**config.mk**
```make
export PLATFORM = sky130hd
export DESIGN_NAME = vend_txn_ctrl
export DESIGN_NICKNAME = d
export VERILOG_FILES = /design/src/rtl/vend_pkg.sv /design/src/rtl/vend_timer.sv /design/src/rtl/vend_txn_ctrl.sv
export SDC_FILE = /design/constraint.sdc
export NUM_CORES = 1
export LEC_CHECK = 0
export ABC_AREA = 1
export CORE_AREA = 5 5 92 94
export CTS_BUF_LIST = sky130_fd_sc_hd__clkbuf_8
export DETAILED_ROUTE_END_ITERATION = 8
export DIE_AREA = 0 0 97 99
export PLACE_DENSITY_LB_ADDON = 0.08
export SYNTH_ARGS = -nofsm -noshare
export SYNTH_HDL_FRONTEND = slang
export SYNTH_SLANG_ARGS = --single-unit
```
**constraint.sdc**
```tcl
create_clock -name clk -period 5.8 [get_ports clk]
set_clock_uncertainty 0.1 [all_clocks]
set_input_delay 1.16 -clock clk [delete_from_list [all_inputs] [get_ports clk]]
set_output_delay 1.16 -clock clk [all_outputs]
set_load 0.05 [all_outputs]
```
**src/rtl/vend_pkg.sv**
```systemverilog
// Shared types and constants for the cola vending transaction controller.
package vend_pkg;

  localparam int unsigned CREDIT_W = 4;

  typedef enum logic [2:0] {
    ST_IDLE,
    ST_CREDIT,
    ST_DISPENSE,
    ST_CHANGE,
    ST_REFUND,
    ST_FAULT
  } vend_state_e;

  typedef enum logic [1:0] {
    LED_IDLE   = 2'd0,
    LED_CREDIT = 2'd1,
    LED_VEND   = 2'd2,
    LED_REFUND = 2'd3
  } led_mode_e;

  // LED pattern selected by each controller state.
  function automatic led_mode_e led_for_state(vend_state_e st);
    led_mode_e mode;
    mode = LED_IDLE;
    case (st)
      ST_IDLE:                 mode = LED_IDLE;
      ST_CREDIT:               mode = LED_CREDIT;
      ST_DISPENSE, ST_CHANGE:  mode = LED_VEND;
      ST_REFUND, ST_FAULT:     mode = LED_REFUND;
      default:                 mode = LED_REFUND;
    endcase
    return mode;
  endfunction

endpackage

```
**src/rtl/vend_timer.sv**
```systemverilog
// Up-counting timeout: expire_c asserts in the CYC-th enabled cycle after clear.
module vend_timer #(
  parameter int unsigned CYC = 2
) (
  input  logic clk,
  input  logic rst_n,
  input  logic clr,
  input  logic en,
  output logic expire_c
);

  localparam int unsigned CNT_W = (CYC > 1) ? $clog2(CYC) : 1;

  logic [CNT_W-1:0] count_q;

  always_ff @(posedge clk or negedge rst_n) begin
    if (!rst_n) begin
      count_q <= '0;
    end else if (clr) begin
      count_q <= '0;
    end else if (en) begin
      count_q <= count_q + CNT_W'(1);
    end
  end

  assign expire_c = en && (count_q == CNT_W'(CYC - 1));

endmodule

```
**src/rtl/vend_txn_ctrl.sv**
```systemverilog
// Vending transaction FSM: coin credit, dispense and change/refund handshakes.
module vend_txn_ctrl
  import vend_pkg::*;
#(
  parameter int unsigned PRICE_HALVES = 5,
  parameter int unsigned TIMEOUT_CYC  = 250_000_000,
  parameter int unsigned ACK_TO_CYC   = 50_000_000
) (
  input  logic                clk,
  input  logic                rst_n,
  input  logic                coin_half,
  input  logic                coin_one,
  output logic                disp_req,
  input  logic                disp_ack,
  output logic                chg_req,
  input  logic                chg_ack,
  output logic [CREDIT_W-1:0] credit,
  output logic [1:0]          led_mode,
  output logic                coin_rej,
  output logic                fault
);

  localparam int unsigned SUM_W = CREDIT_W + 1;
  localparam logic [SUM_W-1:0] PRICE = SUM_W'(PRICE_HALVES);

  vend_state_e         state_q, state_d;
  logic [CREDIT_W-1:0] credit_d;
  logic [1:0]          add_c;
  logic [SUM_W-1:0]    sum_c;
  logic                accept_c;
  logic                disp_ack_v_c, chg_ack_v_c;
  logic                tmo_clr_c, tmo_en_c, tmo_expire_c;
  logic                ack_clr_c, ack_en_c, ack_expire_c;

  assign add_c        = {coin_one, 1'b0} + {1'b0, coin_half};
  assign sum_c        = SUM_W'(credit) + SUM_W'(add_c);
  assign accept_c     = (state_q == ST_IDLE) || (state_q == ST_CREDIT);
  // Acks only count while the matching request is asserted.
  assign disp_ack_v_c = disp_ack && (state_q == ST_DISPENSE);
  assign chg_ack_v_c  = chg_ack && ((state_q == ST_CHANGE) || (state_q == ST_REFUND));

  assign tmo_en_c  = (state_q == ST_CREDIT);
  assign tmo_clr_c = !tmo_en_c || (add_c != 2'd0);
  assign ack_en_c  = (state_q == ST_DISPENSE) || (state_q == ST_CHANGE) ||
                     (state_q == ST_REFUND);
  assign ack_clr_c = !ack_en_c || (state_d != state_q) || chg_ack_v_c;

  vend_timer #(.CYC(TIMEOUT_CYC)) u_credit_timer (
    .clk      (clk),
    .rst_n    (rst_n),
    .clr      (tmo_clr_c),
    .en       (tmo_en_c),
    .expire_c (tmo_expire_c)
  );

  vend_timer #(.CYC(ACK_TO_CYC)) u_ack_timer (
    .clk      (clk),
    .rst_n    (rst_n),
    .clr      (ack_clr_c),
    .en       (ack_en_c),
    .expire_c (ack_expire_c)
  );

  always_ff @(posedge clk or negedge rst_n) begin
    if (!rst_n) begin
      state_q  <= ST_IDLE;
      credit   <= '0;
      disp_req <= 1'b0;
      chg_req  <= 1'b0;
      led_mode <= LED_IDLE;
      coin_rej <= 1'b0;
      fault    <= 1'b0;
    end else begin
      state_q  <= state_d;
      credit   <= credit_d;
      disp_req <= (state_d == ST_DISPENSE);
      chg_req  <= (state_d == ST_CHANGE) || (state_d == ST_REFUND);
      led_mode <= led_for_state(state_d);
      coin_rej <= (add_c != 2'd0) && !accept_c;
      fault    <= (state_d == ST_FAULT);
    end
  end

  always_comb begin
    state_d  = state_q;
    credit_d = credit;
    case (state_q)
      // A coin in the credit-expiry cycle takes priority over the refund.
      ST_IDLE, ST_CREDIT: begin
        if (add_c != 2'd0) begin
          if (sum_c >= PRICE) begin
            state_d  = ST_DISPENSE;
            credit_d = CREDIT_W'(sum_c - PRICE);
          end else begin
            state_d  = ST_CREDIT;
            credit_d = CREDIT_W'(sum_c);
          end
        end else if (tmo_expire_c) begin
          state_d = ST_REFUND;
        end
      end
      ST_DISPENSE: begin
        if (disp_ack_v_c) begin
          state_d = (credit != '0) ? ST_CHANGE : ST_IDLE;
        end else if (ack_expire_c) begin
          state_d  = ST_REFUND;
          credit_d = credit + CREDIT_W'(PRICE_HALVES);
        end
      end
      ST_CHANGE, ST_REFUND: begin
        if (chg_ack_v_c) begin
          credit_d = credit - CREDIT_W'(1);
          if (credit == CREDIT_W'(1)) begin
            state_d = ST_IDLE;
          end
        end else if (ack_expire_c) begin
          state_d = ST_FAULT;
        end
      end
      ST_FAULT: begin
        state_d = ST_FAULT;
      end
      default: begin
        state_d  = ST_IDLE;
        credit_d = '0;
      end
    endcase
  end

endmodule

```
Yosys cells after proc, flatten, opt, wreduce, memory -nomap -nowiden
Cells that the tools add are included.
- $add $sub $neg: 7
- order comparisons: 1
- equality and inequality tests: 18
- muxes and demuxes: 21
- bitwise gates (word level): 1
- reduce and logical (&&, ||, !) cells: 26
- operators with widths (cell ; count):
    $mux W28 ; 2
    $mux W26 ; 2
    $add A28 B1 Y28 const B ; 1
    $eq A28 B28 Y1 const B ; 1
    $add A26 B1 Y26 const B ; 1
    $eq A26 B26 Y1 const B ; 1
    $mux W3 ; 7
    $mux W4 ; 5
    $pmux W4 S4 ; 1
    $eq A3 B2 Y1 const B ; 4
    $eq A3 B3 Y1 const B ; 4
    $pmux W3 S4 ; 1
    $logic_or A1 B1 Y1 ; 8
    $ne A2 B2 Y1 const B ; 4
    $eq A3 B1 Y1 const B ; 2
    $logic_not A3 Y1 ; 2
    $pmux W2 S3 ; 1
    $reduce_bool A2 Y1 ; 3
    $reduce_or A2 Y1 ; 3
    $add A4 B2 Y5 ; 1
    $ge A5 B3 Y1 const B ; 1
    $logic_and A1 B1 Y1 ; 5
    $reduce_and A5 Y1 ; 1
    $add A4 B3 Y4 const B ; 1
    other kinds (9) ; 12
- bits in registers: 67
- bits of input ports: 6
- output and inout port bits: 10

Depth between registers and ports, before layout
Gate-level depths: netlist (run 1).
- depth in word-level cells: 11
- mapped depth: 16
- depth with buffers taken out: 14

By module
Synthesis (run 1) repeated with hierarchy kept, for this count alone.
- cells, all modules: 701
- area, all modules: 4809.6 um^2
- modules (own cells, without submodules) (module ; times used ; cells an instance ; area an instance (um^2) ; seq. area each (um^2)):
    vend_timer at u_credit_timer ; 1 ; 289 ; 1878.1 ; 700.7
    vend_timer at u_ack_timer ; 1 ; 234 ; 1622.8 ; 650.6
    vend_txn_ctrl ; 1 ; 178 ; 1308.8 ; 325.3

Worst setup path after synthesis (run 1)
OpenSTA, ideal clock, no wires.
- path kind: in2reg
- from: input coin_half
- to: register u_ack_timer.count_q[23]
- data arrival time: 3066 ps
- data required time: 5579 ps
- slack: 2514 ps
- stages: 15
- cell sequence: ha_1 -> fa_1 -> inv_1 -> ha_1 -> nand3_1 -> nand2_1 -> inv_1 -> nand3_2 -> nand2_1 -> nand2_1 -> nor3_1 -> nor2_2 -> nand2_4 -> buf_6 -> nor2_2
- longest elaborated chain between the ends: 10
- elaborated cells between the ends (all ways): 12
- classes of those cells: add/sub (2); order compare (1); eq/ne (1); mux (4); reduce/logical (4)
- RTL lines (element ; RTL line ; text):
    start: declaration ; vend_txn_ctrl.sv:11 ; input logic coin_half,
    $add A2 B1 Y2 (*) ; vend_txn_ctrl.sv:35 ; assign add_c = {coin_one, 1'b0} + {1'b0, coin_half};
    $add A4 B2 Y5 ; vend_txn_ctrl.sv:36 ; assign sum_c = SUM_W'(credit) + SUM_W'(add_c);
    $ge A5 B3 Y1 ; vend_txn_ctrl.sv:91 ; if (sum_c >= PRICE) begin
    $mux W2 ; vend_txn_ctrl.sv:91 ;
    $mux W3 (*) ; vend_txn_ctrl.sv:90 ; if (add_c != 2'd0) begin
    $pmux W3 S4 (*) ; vend_txn_ctrl.sv:87 ; case (state_q)
    $ne A3 B3 Y1 (*) ; vend_txn_ctrl.sv:46 ; assign ack_clr_c = !ack_en_c || (state_d != state_q) || chg_ack_v_c;
    $logic_or A1 B1 Y1 (*) (2 in series) ; vend_txn_ctrl.sv:46 ;
    $mux W26 / $reduce_bool A2 Y1 (equally long branches) ; - ;
    end signal: assignment ; vend_timer.sv:22 ; count_q <= count_q + CNT_W'(1);
    end: declaration ; vend_timer.sv:14 ; logic [CNT_W-1:0] count_q;
Mark *: on every way between the ends. The rest lies on a longest branch, timed or not.
A chain may end at the register's enable or synchronous reset.

Final worst setup path (run 1)
- from: input coin_half
- to: register u_ack_timer.count_q[18]
The elaborated chain is that of the path after synthesis.

==> summary.md, run 1 <==
| Metric | Value |
|---|---|
| Status | finished clean |
| Pwr Total | 1.745 mW |
| Die area | 9603 sq um |
| Pleak | 1.975 nW |
| Most used cell, CP | nand2_1 |
| Post-synthesis adder-cell area fraction | 3.582% |
| CTS tree | yes |
| Final Instance Area | 4514 sq um |
| Setup bufs post-CTS | 0 |
| Post-synthesis mux area share | 0% |
| Compound-Gate Fraction of Synth Area | 6.269% |
| Clk_lat worst skew | 0.34 ns |
| Hold WS | 0.3775 ns |
| Multi-input combinational cell area | 2077 sq um |
| Seq/Total Area, Yosys | 41.38% |
| Layout cells sized above 1 | 10.82% |
| CTS Buf Count | 9 |
| Largest cells by area after synthesis | dfrtp_1 (41%), nand2_1 (11%), nor2_1 (7.1%) |
| Clock Pin Slew Worst Setup and Hold Paths | 0.08 ns |
| Pre-CTS setup slack | 1.774 ns |
| Achievable Freq | 0.2716 GHz |
| Setup violators final | 0 |
| Critical Path Sink Type | register |
| Syn Inst Count | 537 |
| Post-synth EDFFs | 0 |
| Slew headroom | 44.22% |
| Resized cells post-CTS | 0 |
| Num rows | 32 |
| Die height | 99 microns |
| Top-count cell post-synth | nand2_1 |
| Final Hold Fails | 0 |
| First-pass GRT wire length | 15.57 mm |
| Worst hold-check path type | reg -> reg |
| Post-Syn Area | 4051 sq um |
| Vias in the first global route | 3418 |
| Maximum vdd drop | 0.3333 mV |
| Core ar. | 7567 sq um |
| CP required | 5.90 ns |
| Synth warn | 0 |
| GP Congestion | 0.9047 |
| Cell taking the most area after synthesis | dfrtp_1 |
| Critical Path AT | 3.79 ns |
| Seq cells post-synth | 67 |
| Antenna Nets Post-Route | 0 |
| Top_reg_cell synth | dfrtp_1 |
| Largest net degree at the start of global routing | 68 |
| Yosys top cell area share | 41.38% |
| Unique cell type count in the Yosys netlist | 35 |
| Setup TNS Final | 0 ns |
| Synthesized area per cell | 7.544 sq um |
| Area after DPL | 4297 sq um |
| Worst slew pin tran | 0.8367 ns |
| Post-Route WL | 8.571 mm |
| Initial Utilization | 53.54% |
| Setup CP Type | in -> reg |
| DIE WIDTH | 97 microns |
| Max incr delay on CP | 0.50 ns |
| Post-synthesis simple-gate area fraction | 34.50% |
| Reg area | 1677 sq um |
| Worst Path Max Fanout | 26 |
| Clock root cell | clkbuf_8 |
| Post-detail-place hpwl | 6.269 mm |
| # DRC | 0 |
| Antenna violations before repair | 0 |
| Avg Vias per Cell | 5.195 |
| Xor/xnor share of the synthesized area | 6.918% |
| GRT overflow | 0 |
| Max clock buf depth | 2 |
| Antenna cells | 0 |
| Drt first-iter violations | 157 |
| Max-cap viol count | 0 |
| Max-slew violations | 0 |
| # fillers | 687 |
| Drt first pass iters | 5 |
| RSZ-0062 raised after global routing | no |
| CP max-delay cell | fa_1 |
| Min cycle time layout | 3.683 ns |
| Crit-path cells | clkdlybuf4s50_1, ha_1, fa_1, inv_1, ha_1, nand3_1, nand2_1, inv_1, nand3_2, nand2_1, nand2_1, nor3_1, nor2_2, nand2_4, nor2_1 |
| I/O pin cnt | 16 |
| Hold Buf Count CTS | 0 |
| Syn Nets | 554 |
| Asr flop ratio synth | 100.0% |
| Combinational family with the most area after synthesis | simple AND/OR/NAND/NOR gates |
| PwrDens | 386.5 nW/um^2 |
| Startpoint Class | input pin |
| H-tree depth | 3 |
| Synth top cells by count | nand2_1 (119), nor2_1 (77), dfrtp_1 (67), inv_1 (64), nand3_1 (35) |
| Port Buffer Count | 15 |
| DP Cell Count | 650 |
| Per-cell routed wire length | 12.87 microns |
| Final worst slack | 2.117 ns |
| All-Layer GR Usage | 19.68% |
| Final nets | 576 |
| Core Util, Final | 59.66% |
| Synthesis-to-layout area growth | 11.43% |
| Post-route clock period utilization | 63.49% |
| Routed vias | 3460 |
| CTS Sinks | 67 |
| Final Non-Filler Cells | 666 |
## worst paths after layout
path / slack [ns] / cells past startpoint / startpoint / to
max reg2reg: 2.86 / 14 / credit[0] / u_ack_timer.count_q[18]
min: 0.38 / 1 / u_ack_timer.count_q[0] / u_ack_timer.count_q[0]
max: 2.12 / 15 / coin_half / u_ack_timer.count_q[18]
min reg2reg: 0.38 / 1 / u_ack_timer.count_q[0] / u_ack_timer.count_q[0]
max in group asynchronous: 4.15 / 2 / rst_n / u_ack_timer.count_q[18]
min in group asynchronous: 0.89 / 2 / rst_n / u_credit_timer.count_q[0]
## critical path, delay by kind of cell
family | cells | cell delay (ns)
and+or+nand+nor | 9 | 1.08
adders and majority gates | 3 | 0.92
buffers and inverters | 3 | 0.60
## per-layer routing
metal | wire, microns | GRT usage [%] | vias to the layer above
met5 | 0 | 0 | -
met4 | 87 | 5.292 | 0
met3 | 356 | 4.742 | 8
met2 | 3894 | 31.05 | 70
met1 | 4233 | 27.25 | 1623
li1 | - | - | 1759
## area by class of cell
| type | instances | share of cell area [%] |
|---|---|---|
| Sequential cell | 67 | 37.14 |
| Clock inverter | 7 | 2.079 |
| Tap cell | 102 | 2.827 |
| Clock buffer | 9 | 2.744 |
| Inverter | 68 | 5.654 |
| Timing Repair Buffer | 17 | 3.548 |
| Multi-Input combinational cell | 396 | 46.01 |
## sequential cells by signal (all words and copies together) (netlist names)
| signal | flops |
|---|---|
| chg_req | 1 |
| coin_rej | 1 |
| credit | 4 |
| disp_req | 1 |
| fault | 1 |
| led_mode | 2 |
| state_q | 3 |
| u_ack_timer.count_q | 26 |
| u_credit_timer.count_q | 28 |
## power by group
group / internal [mW] / switching, mW / total (mW)
clock: 0.241 / 0.190 / 0.431
combinational: 0.238 / 0.503 / 0.741
sequential: 0.512 / 0.0611 / 0.573
## cell usage in the layout, fill, tap and decap left out, types with 2 or more instances in the layout
master and n:
clkinv_4 2, nor3_2 3, clkdlybuf4s50_1 14, nand4_1 10, bufinv_16 2, o21ai_1 3, a21oi_1 17, a211oi_1 2
nand2_1 119, nand3_2 2, o22ai_1 2, a31oi_1 3, nand3_1 35, xnor2_1 10, xor2_1 22, inv_1 65
dfrtp_1 67, o21ai_0 13, inv_2 4, buf_4 2, nor2_1 77, ha_1 10, nor2_2 27, clkbuf_8 9
nor3_1 25, nor4_1 4, nand2_2 3
## cell families after synthesis
group | after synthesis
adder cells (fa/ha/maj) | 11
AND/OR/NAND/NOR | 308
AO/OA/AOI/OAI | 45
buffers and inverters | 74
XOR/XNOR | 32
flip-flops | 67
No activity file was read; power rests on OpenSTA's default activity.
==> inputs of run 2 (changes only) <==
==> constraint.sdc (replaced) <==
create_clock -name clk -period 3.8 [get_ports clk]
set_clock_uncertainty 0.1 [all_clocks]
set_input_delay 0.76 -clock clk [delete_from_list [all_inputs] [get_ports clk]]
set_output_delay 0.76 -clock clk [all_outputs]
set_load 0.05 [all_outputs]
==> run 2 against run 1 <==
Compared with the run above: worst setup slack got worse by 1.5 ns; critical path type unchanged; register-to-register slack got worse by 1.9 ns; first-iteration DRC count down 12%; clock-buffer cell count unchanged; largest cell class unchanged; sequential share of layout area up 0.14 points; critical path depth did not move; power is 48% higher; clock power grew 37%.
==> summary.md, run 2 (synthesis results as in run 1) <==
| Metric | Value |
|---|---|
| Final Non-Filler Cells | 667 (+0.15%) |
| CTS Sinks | 67 (unchanged) |
| First-pass GRT wire length | 15.11 mm (-3.0%) |
| Core Util, Final | 59.42% (-0.23 points) |
| Pre-CTS setup slack | 0.1772 ns (-1.597 ns) |
| Final Instance Area | 4497 sq um (-0.39%) |
| Largest regs | u_credit_timer.count_q: 28 flops, u_ack_timer.count_q: 26 flops, credit: 4 flops |
| GP Congestion | 0.8709 (-3.7%) |
| CP max-delay cell | fa_1 |
| Critical Path Sink Type | register |
| Setup CP Type | in -> reg |
| Initial Utilization | 53.54% (unchanged) |
| Max clock buf depth | 2 (unchanged) |
| Worst Path Max Fanout | 26 (unchanged) |
| Setup violators final | 0 (unchanged) |
| Num rows | 32 (unchanged) |
| Setup TNS Final | 0 ns (unchanged) |
| Largest Register | u_credit_timer.count_q |
| Post-Route WL | 8.551 mm (-0.23%) |
| Max-cap viol count | 0 (unchanged) |
| Drt first-iter violations | 138 (-12%) |
| Port Buffer Count | 15 (unchanged) |
| Startpoint Class | input pin |
| FF-to-FF setup slack | 0.91 ns (-1.95 ns) |
| Crit-path cells | clkdlybuf4s50_1, ha_1, fa_1, inv_1, ha_1, nand3_1, nand2_1, inv_1, nand3_2, nand2_1, nand2_1, nor3_1, nor2_2, nand2_4, nor2_1 |
| Max-slew violations | 0 (unchanged) |
| I/O pin cnt | 16 (unchanged) |
| Hold Buf Count CTS | 0 (unchanged) |
| Routed vias | 3393 (-1.9%) |
| Synthesis-to-layout area growth | 10.99% |
| DIE WIDTH | 97 microns (unchanged) |
| Worst hold-check path type | in -> async |
| Status | finished clean |
| Achievable Freq | 0.3099 GHz |
| DP Cell Count | 651 (+0.15%) |
| Layout cells sized above 1 | 11.15% (+0.33 points) |
| Antenna cells | 0 (unchanged) |
| Slew headroom | 61.71% (+17 points) |
| Worst slew pin tran | 0.5737 ns (-0.2629 ns) |
| Antenna Nets Post-Route | 0 (unchanged) |
| Drt first pass iters | 4 (-1) |
| Final Hold Fails | 0 (unchanged) |
| All-Layer GR Usage | 19.20% (-0.47 points) |
| Core ar. | 7567 sq um (unchanged) |
| Post-detail-place hpwl | 6.450 mm (+2.9%) |
| Avg Vias per Cell | 5.087 (-2.1%) |
| GRT overflow | 0 (unchanged) |
| Post-route clock period utilization | 84.91% |
| CTS tree | yes |
| CP required | 3.92 ns (-1.98 ns) |
| Clock root cell | clkbuf_8 |
| Per-cell routed wire length | 12.82 microns (-0.38%) |
| Area after DPL | 4304 sq um (+0.17%) |
| Antenna violations before repair | 0 (unchanged) |
| Die height | 99 microns (unchanged) |
| PwrDens | 575.0 nW/um^2 (+49%) |
| Final worst slack | 0.5733 ns (-1.544 ns) |
| # DRC | 0 (unchanged) |
| Critical Path AT | 3.35 ns (-0.44 ns) |
| Min cycle time layout | 3.227 ns |
| Largest net degree at the start of global routing | 27 (-60%) |
| Largest register FFs | 28 (unchanged) |
| Most frequent cells in the layout | nand2_1 (119), nor2_1 (77), dfrtp_1 (67), inv_1 (64), nand3_1 (35) |
| Setup bufs post-CTS | 0 (unchanged) |
| Most common cell after layout, fill and taps aside | nand2_1 |
| Max incr delay on CP | 0.50 ns (about the same) |
| CTS Buf Count | 9 (unchanged) |
| Vias in the first global route | 3238 (-5.3%) |
| Maximum vdd drop | 0.4392 mV (+32%) |
| H-tree depth | 3 (unchanged) |
| Clock Pin Slew Worst Setup and Hold Paths | 0.08 ns (about the same) |
| RSZ-0062 raised after global routing | no |
| Resized cells post-CTS | 0 (unchanged) |
| Pleak | 1.965 nW (-0.55%) |
| Die area | 9603 sq um (unchanged) |
| Final nets | 577 (+0.17%) |
| Most used cell, CP | nand2_1 |
| Clk_lat worst skew | 0.35 ns (about the same) |
-- run 2: report_power, final --
group          total, mW  internal (mW)  switching [mW]  leakage (nW)
Combinational       1.12          0.364           0.757         0.953
Sequential         0.876          0.781          0.0949         0.917
Clock              0.589          0.300           0.289        0.0950
-- run 2: metal layers --
metal  vias up  wire (microns)  GRT usage (%)
met4         0             119          6.587
met5         -               0              0
met1      1574            4424          27.16
li1       1759               -              -
met2        50            3718          29.46
met3        10             289          3.822
-- run 2: path summary, 6_finish.rpt --
path / start / end / cells after the start
max in group asynchronous: rst_n / u_credit_timer.count_q[26] / 2
setup reg to reg: credit[0] / u_ack_timer.count_q[19] / 14
min in group clk: u_ack_timer.count_q[0] / u_ack_timer.count_q[0] / 1
hold / removal: rst_n / u_ack_timer.count_q[8] / 1
hold reg to reg: u_ack_timer.count_q[0] / u_ack_timer.count_q[0] / 1
setup / recovery: coin_half / u_ack_timer.count_q[19] / 15
-- run 2: metrics by stage --
step	power (mW)	hold slack [ns]
floorplan	1.771	0.3416
global placement	2.000	0.3646
detailed placement	2.017	0.3718
CTS	2.615	0.3138
global route	2.792	0.3396
finish	2.586	0.2978
-- run 2: worst max-delay path, delay by kind of cell --
kind	cells	cell delay (ns)
fa+ha+maj	3	0.92
simple gates	9	1.04
buf+inv	3	0.58
-- run 2: layout make-up --
cell class | count | area, sq um
Clock buffer | 9 | 123.9
Clock inverter | 7 | 68.82
Fill cell | 725 | 3070
Inverter | 68 | 255.2
Multi-Input combinational cell | 396 | 2077
Sequential cell | 67 | 1677
Tap cell | 102 | 127.6
Timing Repair Buffer | 18 | 167.7
==> inputs of run 3 (changes only) <==
==> constraint.sdc (replaced) <==
create_clock -name clk -period 3.1 [get_ports clk]
set_clock_uncertainty 0.1 [all_clocks]
set_input_delay 0.62 -clock clk [delete_from_list [all_inputs] [get_ports clk]]
set_output_delay 0.62 -clock clk [all_outputs]
set_load 0.05 [all_outputs]
==> run 3 against run 2 <==
Compared with the run above: register-to-register slack got worse by 0.55 ns; combinational power increased by 49%; power increased by 34%; critical path type unchanged; critical endpoint unchanged; highest routed layer unchanged.
==> summary.md, run 3 (synthesis results as in run 1) <==
| Metric | Value |
|---|---|
| RSZ-0062 raised after global routing | no |
| Vias in the first global route | 3290 (+1.6%) |
| Net Sw Frac | 42.22% (-1.9 points) |
| Clk pwr share | 20.7% (-2.1 points) |
| Setup CP Type | in -> reg |
| Largest net degree at the start of global routing | 35 (+30%) |
| Area after DPL | 4424 sq um (+2.8%) |
| Largest register FFs | 28 (unchanged) |
| # DRC | 0 (unchanged) |
| Setup violators final | 0 (unchanged) |
| CTS tree | yes |
| Max-cap viol count | 0 (unchanged) |
| Critical Path AT | 3.06 ns (-0.29 ns) |
| Largest regs | u_credit_timer.count_q: 28 flops, u_ack_timer.count_q: 26 flops, credit: 4 flops |
| Final Hold Fails | 0 (unchanged) |
| Final Instance Area | 4623 sq um (+2.8%) |
| Setup bufs post-CTS | 0 (unchanged) |
| Avg Vias per Cell | 5.134 (+0.93%) |
| Worst slew pin tran | 0.7457 ns (+0.1720 ns) |
| GP Congestion | 0.8795 (+0.99%) |
| Final nets | 588 (+1.9%) |
| GRT overflow | 0 (unchanged) |
| Antenna cells | 0 (unchanged) |
| Part of the power in registers | 30.9% (-3.0 points) |
| Die height | 99 microns (unchanged) |
| DP Cell Count | 662 (+1.7%) |
| Final Non-Filler Cells | 678 (+1.6%) |
| H-tree depth | 3 (unchanged) |
| CTS Sinks | 67 (unchanged) |
| Antenna violations before repair | 0 (unchanged) |
| Most frequent cells in the layout | nand2_1 (119), nor2_1 (77), dfrtp_1 (67), inv_1 (65), nand3_1 (34) |
| Clock root cell | clkbuf_8 |
| Post-Route WL | 8.652 mm (+1.2%) |
| Status | finished clean |
| Drt first pass iters | 4 (unchanged) |
| Port Buffer Count | 15 (unchanged) |
| Worst setup path startpoint | coin_half |
| DIE WIDTH | 97 microns (unchanged) |
| Core ar. | 7567 sq um (unchanged) |
| Pleak | 2.035 nW (+3.6%) |
| Final worst slack | 0.1625 ns (-0.4107 ns) |
| Maximum vdd drop | 0.6035 mV (+37%) |
| Max clock buf depth | 2 (unchanged) |
| CP required | 3.23 ns (-0.69 ns) |
| Post-route clock period utilization | 94.76% |
| Largest Register | u_credit_timer.count_q |
| Startpoint Class | input pin |
| Pwr Total | 3.458 mW (+34%) |
| Clock Pin Slew Worst Setup and Hold Paths | 0.08 ns (about the same) |
| Critical Path Sink Type | register |
| CTS Buf Count | 9 (unchanged) |
| I/O pin cnt | 16 (unchanged) |
| Post-detail-place hpwl | 6.575 mm (+1.9%) |
| Worst hold-check path type | in -> async |
| Num rows | 32 (unchanged) |
| Pre-CTS setup slack | -0.2074 ns (-0.3846 ns) |
| Int Pwr | 1.998 mW (+38%) |
| Synthesis-to-layout area growth | 14.11% |
| Initial Utilization | 53.54% (unchanged) |
| Net load switching power | 1.460 mW (+28%) |
| PwrDens | 748.0 nW/um^2 (+30%) |
| Worst reg2reg path startpoint | credit[0] |
| Max-slew violations | 0 (unchanged) |
| Die area | 9603 sq um (unchanged) |
| Layout cells sized above 1 | 12.85% (+1.7 points) |
| Antenna Nets Post-Route | 0 (unchanged) |
| Clk_lat worst skew | 0.34 ns (about the same) |
| Per-cell routed wire length | 12.76 microns (-0.46%) |
| Routed vias | 3481 (+2.6%) |
| # fillers | 712 (-1.8%) |
| Min cycle time layout | 2.937 ns |
| First-pass GRT wire length | 15.18 mm (+0.46%) |
| Drt first-iter violations | 126 (-8.7%) |
| Most common cell after layout, fill and taps aside | nand2_1 |
| Worst Path Max Fanout | 10 (-62%) |
| Achievable Freq | 0.3404 GHz |
| Logic pwr share | 48.4% (+5.1 points) |
| Slew headroom | 50.29% (-11 points) |
| All-Layer GR Usage | 19.27% (+0.068 points) |
| Hold Buf Count CTS | 0 (unchanged) |
[run 3: cell count changes in the layout (fill, tap and decap cells not counted), sizes merged]
cell	previous run	this run
inv	68	69
buf	4	15
clkinv	4	2
clkinvlp	2	3
[run 3: metal layers]
layer | GRT usage, % | wire [microns]
met5 | 0 | 0
met4 | 7.559 | 146
met1 | 27.68 | 4513
met3 | 3.043 | 292
met2 | 29.25 | 3700
[run 3: path summary, 6_finish.rpt]
path	to	slack, ns	cells past startpoint
min reg2reg	u_ack_timer.count_q[0]	0.37	1
max	u_ack_timer.count_q[19]	0.16	16
max in group asynchronous	credit[3]	1.89	2
min in group clk	u_ack_timer.count_q[0]	0.37	1
min	u_credit_timer.count_q[0]	0.23	1
max reg2reg	u_ack_timer.count_q[19]	0.36	15
[run 3: layout make-up]
cell class	count	area, sq um	area share [%]
timing repair buffer	29	287.8	6.225
inverter	68	255.2	5.521
clock inverter	7	70.07	1.516
clock buffer	9	123.9	2.679
sequential	67	1677	36.27
tap	102	127.6	2.760
multi-input combinational	396	2082	45.03
[run 3: worst max-delay path, stage by stage]
cell,delay (ns)
clkdlybuf4s50_1,0.42
ha_1,0.23
fa_1,0.49
inv_1,0.06
ha_1,0.20
nand3_1,0.08
nand2_1,0.05
inv_1,0.10
nand4_1,0.16
nand3_2,0.14
nor2_2,0.05
nor2_1,0.11
nor2_2,0.06
nand2_4,0.11
buf_12,0.14
nor2_1,0.05
[run 3: power groups by stage]
stage          clock network [mW]  logic [mW]  registers, mW
2_1_floorplan                   0       0.949           1.22
3_3_place_gp                    0        1.64           1.09
3_5_place_dp                    0        1.66           1.09
4_1_cts                     0.736        1.67           1.07
5_1_grt                     0.786        1.84           1.09
6_report                    0.716        1.67           1.07
[run 3: through the flow]
step	utilization [%]	hold slack [ns]	setup TNS (ns)
after floorplan	-	0.2244	0
after global placement	58.47	0.3567	-2.720
after detailed placement	58.47	0.3637	-5.217
after CTS	61.03	0.2473	0
after global routing	61.09	0.3009	0
final	61.09	0.2330	0
[run 3: timing repair]
| item | in CTS | in global routing |
|---|---|---|
| resized for setup | 0 | 1 |
| endpoints found under the setup margin | 0 | 1 |
| hold endpoints to repair | 0 | 0 |
